File: config.mk
export PLATFORM = sky130hd
export DESIGN_NAME = arrow_sequence_player
export DESIGN_NICKNAME = d
export VERILOG_FILES = /design/src/rtl/arrow_sequence_player.sv
export SDC_FILE = /design/constraint.sdc
export NUM_CORES = 1
export LEC_CHECK = 0
export CAP_MARGIN = 40
export CORE_MARGIN = 2
export CORE_UTILIZATION = 40
export CTS_CLUSTER_SIZE = 25
export DETAILED_ROUTE_END_ITERATION = 7
export PLACE_DENSITY = 0.66
export REMOVE_ABC_BUFFERS = 1
export SLEW_MARGIN = 10
export SYNTH_ARGS = -nofsm -noshare
export SYNTH_HDL_FRONTEND = slang
export SYNTH_SLANG_ARGS = --single-unit
File: constraint.sdc
create_clock -name clock -period 3.9 [get_ports clock]
set_clock_uncertainty 0.15 [all_clocks]
set_input_delay 0.585 -clock clock [delete_from_list [all_inputs] [get_ports clock]]
set_output_delay 0.585 -clock clock [all_outputs]
set_load 0.05 [all_outputs]
File: src/rtl/arrow_sequence_player.sv
// Arrow sequence player: stores up to MAX_LEN direction codes and replays them
// as timed arrow pulses (ON_TICKS shown, OFF_TICKS blank), with a done pulse at the end.
//
// state | meaning
// IDLE  | accept clear/start/load; buffer editable
// SHOW  | current entry decoded onto the arrow outputs for ON_TICKS cycles
// GAP   | all arrows blank for OFF_TICKS cycles
// DONE  | single-cycle done pulse, then back to IDLE
module arrow_sequence_player #(
    parameter int MAX_LEN   = 16,
    parameter int ON_TICKS  = 25000000,
    parameter int OFF_TICKS = 12500000
) (
    input  logic                         clock,
    input  logic                         resetn,
    input  logic                         load_valid,
    input  logic [2:0]                   load_dir,
    input  logic                         clear,
    input  logic                         start,
    output logic                         arrow_left,
    output logic                         arrow_right,
    output logic                         arrow_up,
    output logic                         arrow_down,
    output logic                         busy,
    output logic                         done,
    output logic                         full,
    output logic [$clog2(MAX_LEN):0]     count,
    output logic [$clog2(MAX_LEN)-1:0]   play_index
);

    localparam int IW    = $clog2(MAX_LEN);
    localparam int CW    = IW + 1;
    localparam int MAX_T = (ON_TICKS > OFF_TICKS) ? ON_TICKS : OFF_TICKS;
    localparam int TW    = (MAX_T > 1) ? $clog2(MAX_T) : 1;

    localparam logic [TW-1:0] ON_LAST  = TW'(ON_TICKS - 1);
    localparam logic [TW-1:0] OFF_LAST = TW'(OFF_TICKS - 1);
    localparam logic [CW-1:0] LEN_MAX  = CW'(MAX_LEN);

    typedef enum logic [1:0] {
        IDLE = 2'd0,
        SHOW = 2'd1,
        GAP  = 2'd2,
        DONE = 2'd3
    } state_t;

    state_t          state, state_nxt;
    logic [TW-1:0]   timer, timer_nxt;
    logic [IW-1:0]   index_nxt;
    logic [CW-1:0]   count_nxt;
    logic [CW-1:0]   last_index;
    logic [3:0]      arrows, arrows_nxt;
    logic            wr_en;
    logic [2:0]      mem [MAX_LEN];

    // {left, down, up, right}; codes 100..111 show nothing
    function automatic logic [3:0] decode(input logic [2:0] code);
        logic [3:0] a;
        a = 4'b0000;
        case (code)
            3'b000:  a = 4'b1000;
            3'b001:  a = 4'b0100;
            3'b010:  a = 4'b0010;
            3'b011:  a = 4'b0001;
            default: a = 4'b0000;
        endcase
        return a;
    endfunction

    assign last_index = count - CW'(1);

    always_comb begin
        state_nxt = state;
        timer_nxt = timer;
        index_nxt = play_index;
        count_nxt = count;
        wr_en     = 1'b0;

        case (state)
            IDLE: begin
                timer_nxt = '0;
                index_nxt = '0;
                if (clear) begin
                    count_nxt = '0;
                end else if (start) begin
                    state_nxt = (count != '0) ? SHOW : DONE;
                end else if (load_valid && !full) begin
                    wr_en     = 1'b1;
                    count_nxt = count + CW'(1);
                end
            end
            SHOW: begin
                if (timer == ON_LAST) begin
                    state_nxt = GAP;
                    timer_nxt = '0;
                end else begin
                    timer_nxt = timer + TW'(1);
                end
            end
            GAP: begin
                if (timer == OFF_LAST) begin
                    timer_nxt = '0;
                    if (CW'(play_index) == last_index) begin
                        state_nxt = DONE;
                    end else begin
                        state_nxt = SHOW;
                        index_nxt = play_index + IW'(1);
                    end
                end else begin
                    timer_nxt = timer + TW'(1);
                end
            end
            DONE: begin
                state_nxt = IDLE;
                timer_nxt = '0;
                index_nxt = '0;
            end
            default: begin
                state_nxt = IDLE;
                timer_nxt = '0;
                index_nxt = '0;
            end
        endcase

        // Arrows are computed from the next state so the output flops line up
        // exactly with the SHOW state; the buffer cannot change while playing.
        arrows_nxt = (state_nxt == SHOW) ? decode(mem[index_nxt]) : 4'b0000;
    end

    always_ff @(posedge clock or negedge resetn) begin
        if (!resetn) begin
            state      <= IDLE;
            timer      <= '0;
            play_index <= '0;
            count      <= '0;
            arrows     <= 4'b0000;
        end else begin
            state      <= state_nxt;
            timer      <= timer_nxt;
            play_index <= index_nxt;
            count      <= count_nxt;
            arrows     <= arrows_nxt;
        end
    end

    always_ff @(posedge clock) begin
        if (wr_en) begin
            mem[count[IW-1:0]] <= load_dir;
        end
    end

    assign arrow_left  = arrows[3];
    assign arrow_down  = arrows[2];
    assign arrow_up    = arrows[1];
    assign arrow_right = arrows[0];
    assign busy        = (state == SHOW) || (state == GAP);
    assign done        = (state == DONE);
    assign full        = (count == LEN_MAX);

endmodule

==> flow_summary_export.csv <==
group,metric,value,unit
run_status,outcome,"finished clean",
grt,use_met1,0.247,
grt,gr-total-overflow,0,
route,antenna_left,0,
final_layout,layout-drive-gt1-share,0.104,
synth,async_flop_share,0.455,
placed_design,placed_area,4890,um^2
critical_path,ff2ff_setup_slack,0.29,ns
critical_path,critical_path_class,"flop to flop",
route,routedWlPerCell,17.6,um
critical_path,ff2ff_path_depth,9,
clocking,worstSkewPairLatency,0.35,ns
floorplanning,fp-row-count,38,
worst_hold_path,holdPathStages,1,
route,vias_per_cell,5.62,
timing,rsz0062_at_grt,"no",
final_layout,layout_commonest_cell,"edfxtp_1",
clocking,clock_path_buffers,2,
timing,max_freq,277,MHz
timing,tightest_slew,0.870,ns
synth,postSynthCellCount,412,
synth,dominantRegCellSynth,"edfxtp_1",
timing,hold_viol_final,0,
worst_hold_path,hold_start,"timer[0]",
power,p_leak,2.02,nW
power,p_seq_frac,0.437,
floorplanning,initial_core_util,0.412,
critical_path,cpPeakStageDelay,0.58,ns
critical_path,cp-start-kind,"flop",
synth,seq_area_frac_synth,0.541,
synth,synth_edf_count,48,
final_layout,final_cell_mix,"48 x edfxtp_1, 39 x dfrtp_1, 37 x nand3_1, 37 x nor2_1, 27 x nand2_1",
synth,synth_top_area_frac,0.320,
route,route.detailed.drc,0,
critical_path,crit_family,"simple AND/OR/NAND/NOR gates",
synth,synth_seq_cells,88,
power,p_int,0.00163,W
power,ir_worst_vdd,333,uV
flow_run,maxCapViolCount,0,
critical_path,crit_arrival,3.72,ns
grt,grt_max_degree,32,
synth,yosysTopAreaCell,"edfxtp_1",
placed_design,port_buffers,23,
placed_design,dp_hpwl,7.26,mm
critical_path,slowest_stage,"or4b_1",
synth,syn_area,4510,um^2
critical_path,cp.depth,9,
final_layout,final_core_util,0.478,
timing,whs,0.346,ns
final_layout,n_antenna_cell,0,
critical_path,reg2reg_to,"arrows[1]",
clocking,cts_tree,"yes",
grt,grt_first_pass_wirelength,16.7,mm
critical_path,crit_end,"arrows[1]",
floorplanning,core_area,10900,um^2
worst_hold_path,holdCritPathClass,"flop to flop",
final_layout,area_delta_synth_final,15.9,%
power,p_comb_frac,0.205,
grt,use_met2,0.291,
power,power.total,0.00241,W
critical_path,r2r-start,"timer[14]",
final_layout,layout.nets,457,
route,vias,3276,
clocking,cts.clk_slew.worst_paths,0.07,ns
grt,met3_usage,0.0476,
timing,period_share,0.926,
clocking,htree_levels,3,
critical_path,cp-end-kind,"flop",
power,p_sw_frac,0.323,
route,drtIter0Drc,317,
timing,slew_headroom,0.420,
synth,postSynthAreaPerCell,10.9,um^2
timing,setup_violations,0,
power,pwr-share-clk,0.358,
route,totalWireLength,10.3,mm
final_layout,seq_area,2440,um^2
critical_path,startpoint,"timer[14]",
critical_path,crit_fanout,14,
timing,fin_crit,3.61,ns
grt,antenna_found_initial,0,
synth,ys_types,58,
floorplanning,die_w,110,um
floorplanning,die_area,12100,um^2
final_layout,finalInstanceArea,5230,um^2
clocking,cts_sinks,88,
critical_path,crit_chain,"or4b_1 -> nor4_4 -> and2_1 -> o21ai_2 -> nor2_2 -> mux2_2 -> o31ai_1 -> o211ai_1 -> nor3_1",
synth,yosysWarnings,0,
synth,netlist_top_cells_area,"edfxtp_1 32%, dfrtp_1 22%, nand3_1 4.1%, xor2_1 3.5%, nor2_1 3.1%",
power,p_per_area,461,nW/um^2
final_layout,multi_input_area,1960,um^2
grt,grt_usage,0.184,
floorplanning,die_height,110,um
grt,busiest_layer,"met2",
grt,first_global_vias,3197,
placed_design,gp_congestion,0.838,
timing,tns,0,ns
clocking,cts_inserted_buffers,9,
critical_path,crit_buf_inv,0,
route,drt-pass1-iter-count,4,
final_layout,fillers,992,
timing,slew_violations,0,
floorplanning,io_pins,24,
critical_path,worstPathRequired,4.01,ns
clocking,cts_root_buf,"clkbuf_16",
power,p_switching,0.000779,W
-- worst register-to-register path: cells and delay by family (launching register included) --
family	cells	cell delay, ns
compound gates	3	0.67
flops	1	0.41
mux	1	0.39
simple gates	5	1.90
-- sequential cells by signal, indices dropped and copies added, names as in the netlist --
signal and cells:
arrows 4, mem 48, play_index 4, state 2, timer 25, count 5
-- Yosys cell counts (4+ instances only) --
| master | count |
|---|---|
| o311a_1 | 4 |
| and3_1 | 15 |
| xnor2_1 | 10 |
| xor2_1 | 18 |
| mux2_2 | 7 |
| o21ai_0 | 22 |
| a21oi_1 | 12 |
| edfxtp_1 | 48 |
| a22o_1 | 4 |
| buf_2 | 5 |
| dfrtp_1 | 40 |
| nor3_1 | 9 |
| nand2_1 | 27 |
| and4_1 | 6 |
| and2_1 | 17 |
| nand4b_1 | 4 |
| ha_1 | 11 |
| nor3b_1 | 4 |
| nand3_1 | 37 |
| nand4_1 | 8 |
| nor2_1 | 37 |
| inv_1 | 8 |
| clkbuf_1 | 10 |
-- power by group through the flow --
stage,combinational (W),sequential (W),clock (W)
after global placement,0.000476,0.00107,0
after detailed placement,0.000486,0.00107,0
after CTS,0.000490,0.00105,0.000872
final,0.000495,0.00105,0.000862
after floorplan,0.000306,0.00110,0
after global routing,0.000539,0.00106,0.000914
-- worst min path at each step --
stage                end
3_5_place_dp   timer[18]
5_1_grt         timer[0]
6_report        timer[0]
2_1_floorplan  arrows[0]
4_1_cts         timer[0]
3_3_place_gp    timer[0]
-- area by class of cell --
class,count,share of cell area
flip-flops and latches,88,0.467
inverters,10,0.00718
repair buffers,32,0.0589
clock inverters,7,0.0141
well taps,140,0.0335
multi-input cells,297,0.376
clock buffers,9,0.0431
-- kinds of logic after synthesis --
group,Yosys count,synth area share
compound gates,68,0.106
xor+xnor,28,0.0544
fa+ha+maj,11,0.0305
buf+inv,27,0.0264
flops,88,0.541
mux,11,0.0275
simple gates,179,0.214
-- through the flow --
| step | instances | worst slack, ns |
|---|---|---|
| CTS | 582 | 0.299 |
| global route | 583 | 0.0585 |
| floorplan | 395 | 0.259 |
| finish | 583 | 0.290 |
| detailed placement | 565 | 0.325 |
| global placement | 564 | 0.450 |
-- what timing repair did --
item / in CTS / in global routing
resized for setup: 0 / 3
setup endpoints to repair: 0 / 3
endpoints found under the hold margin: 9 / 0
hold buffers: 1 / 0
setup buffers: 0 / 1
-- layer usage --
layer / vias to the layer above / wire (um) / part of all wire
li1: 1563 / - / -
met1: 1611 / 4750 / 0.46
met2: 89 / 4840 / 0.47
met3: 13 / 487 / 0.047
met4: 0 / 178 / 0.017
met5: - / 0 / 0
(Power assumes the default switching activity.)
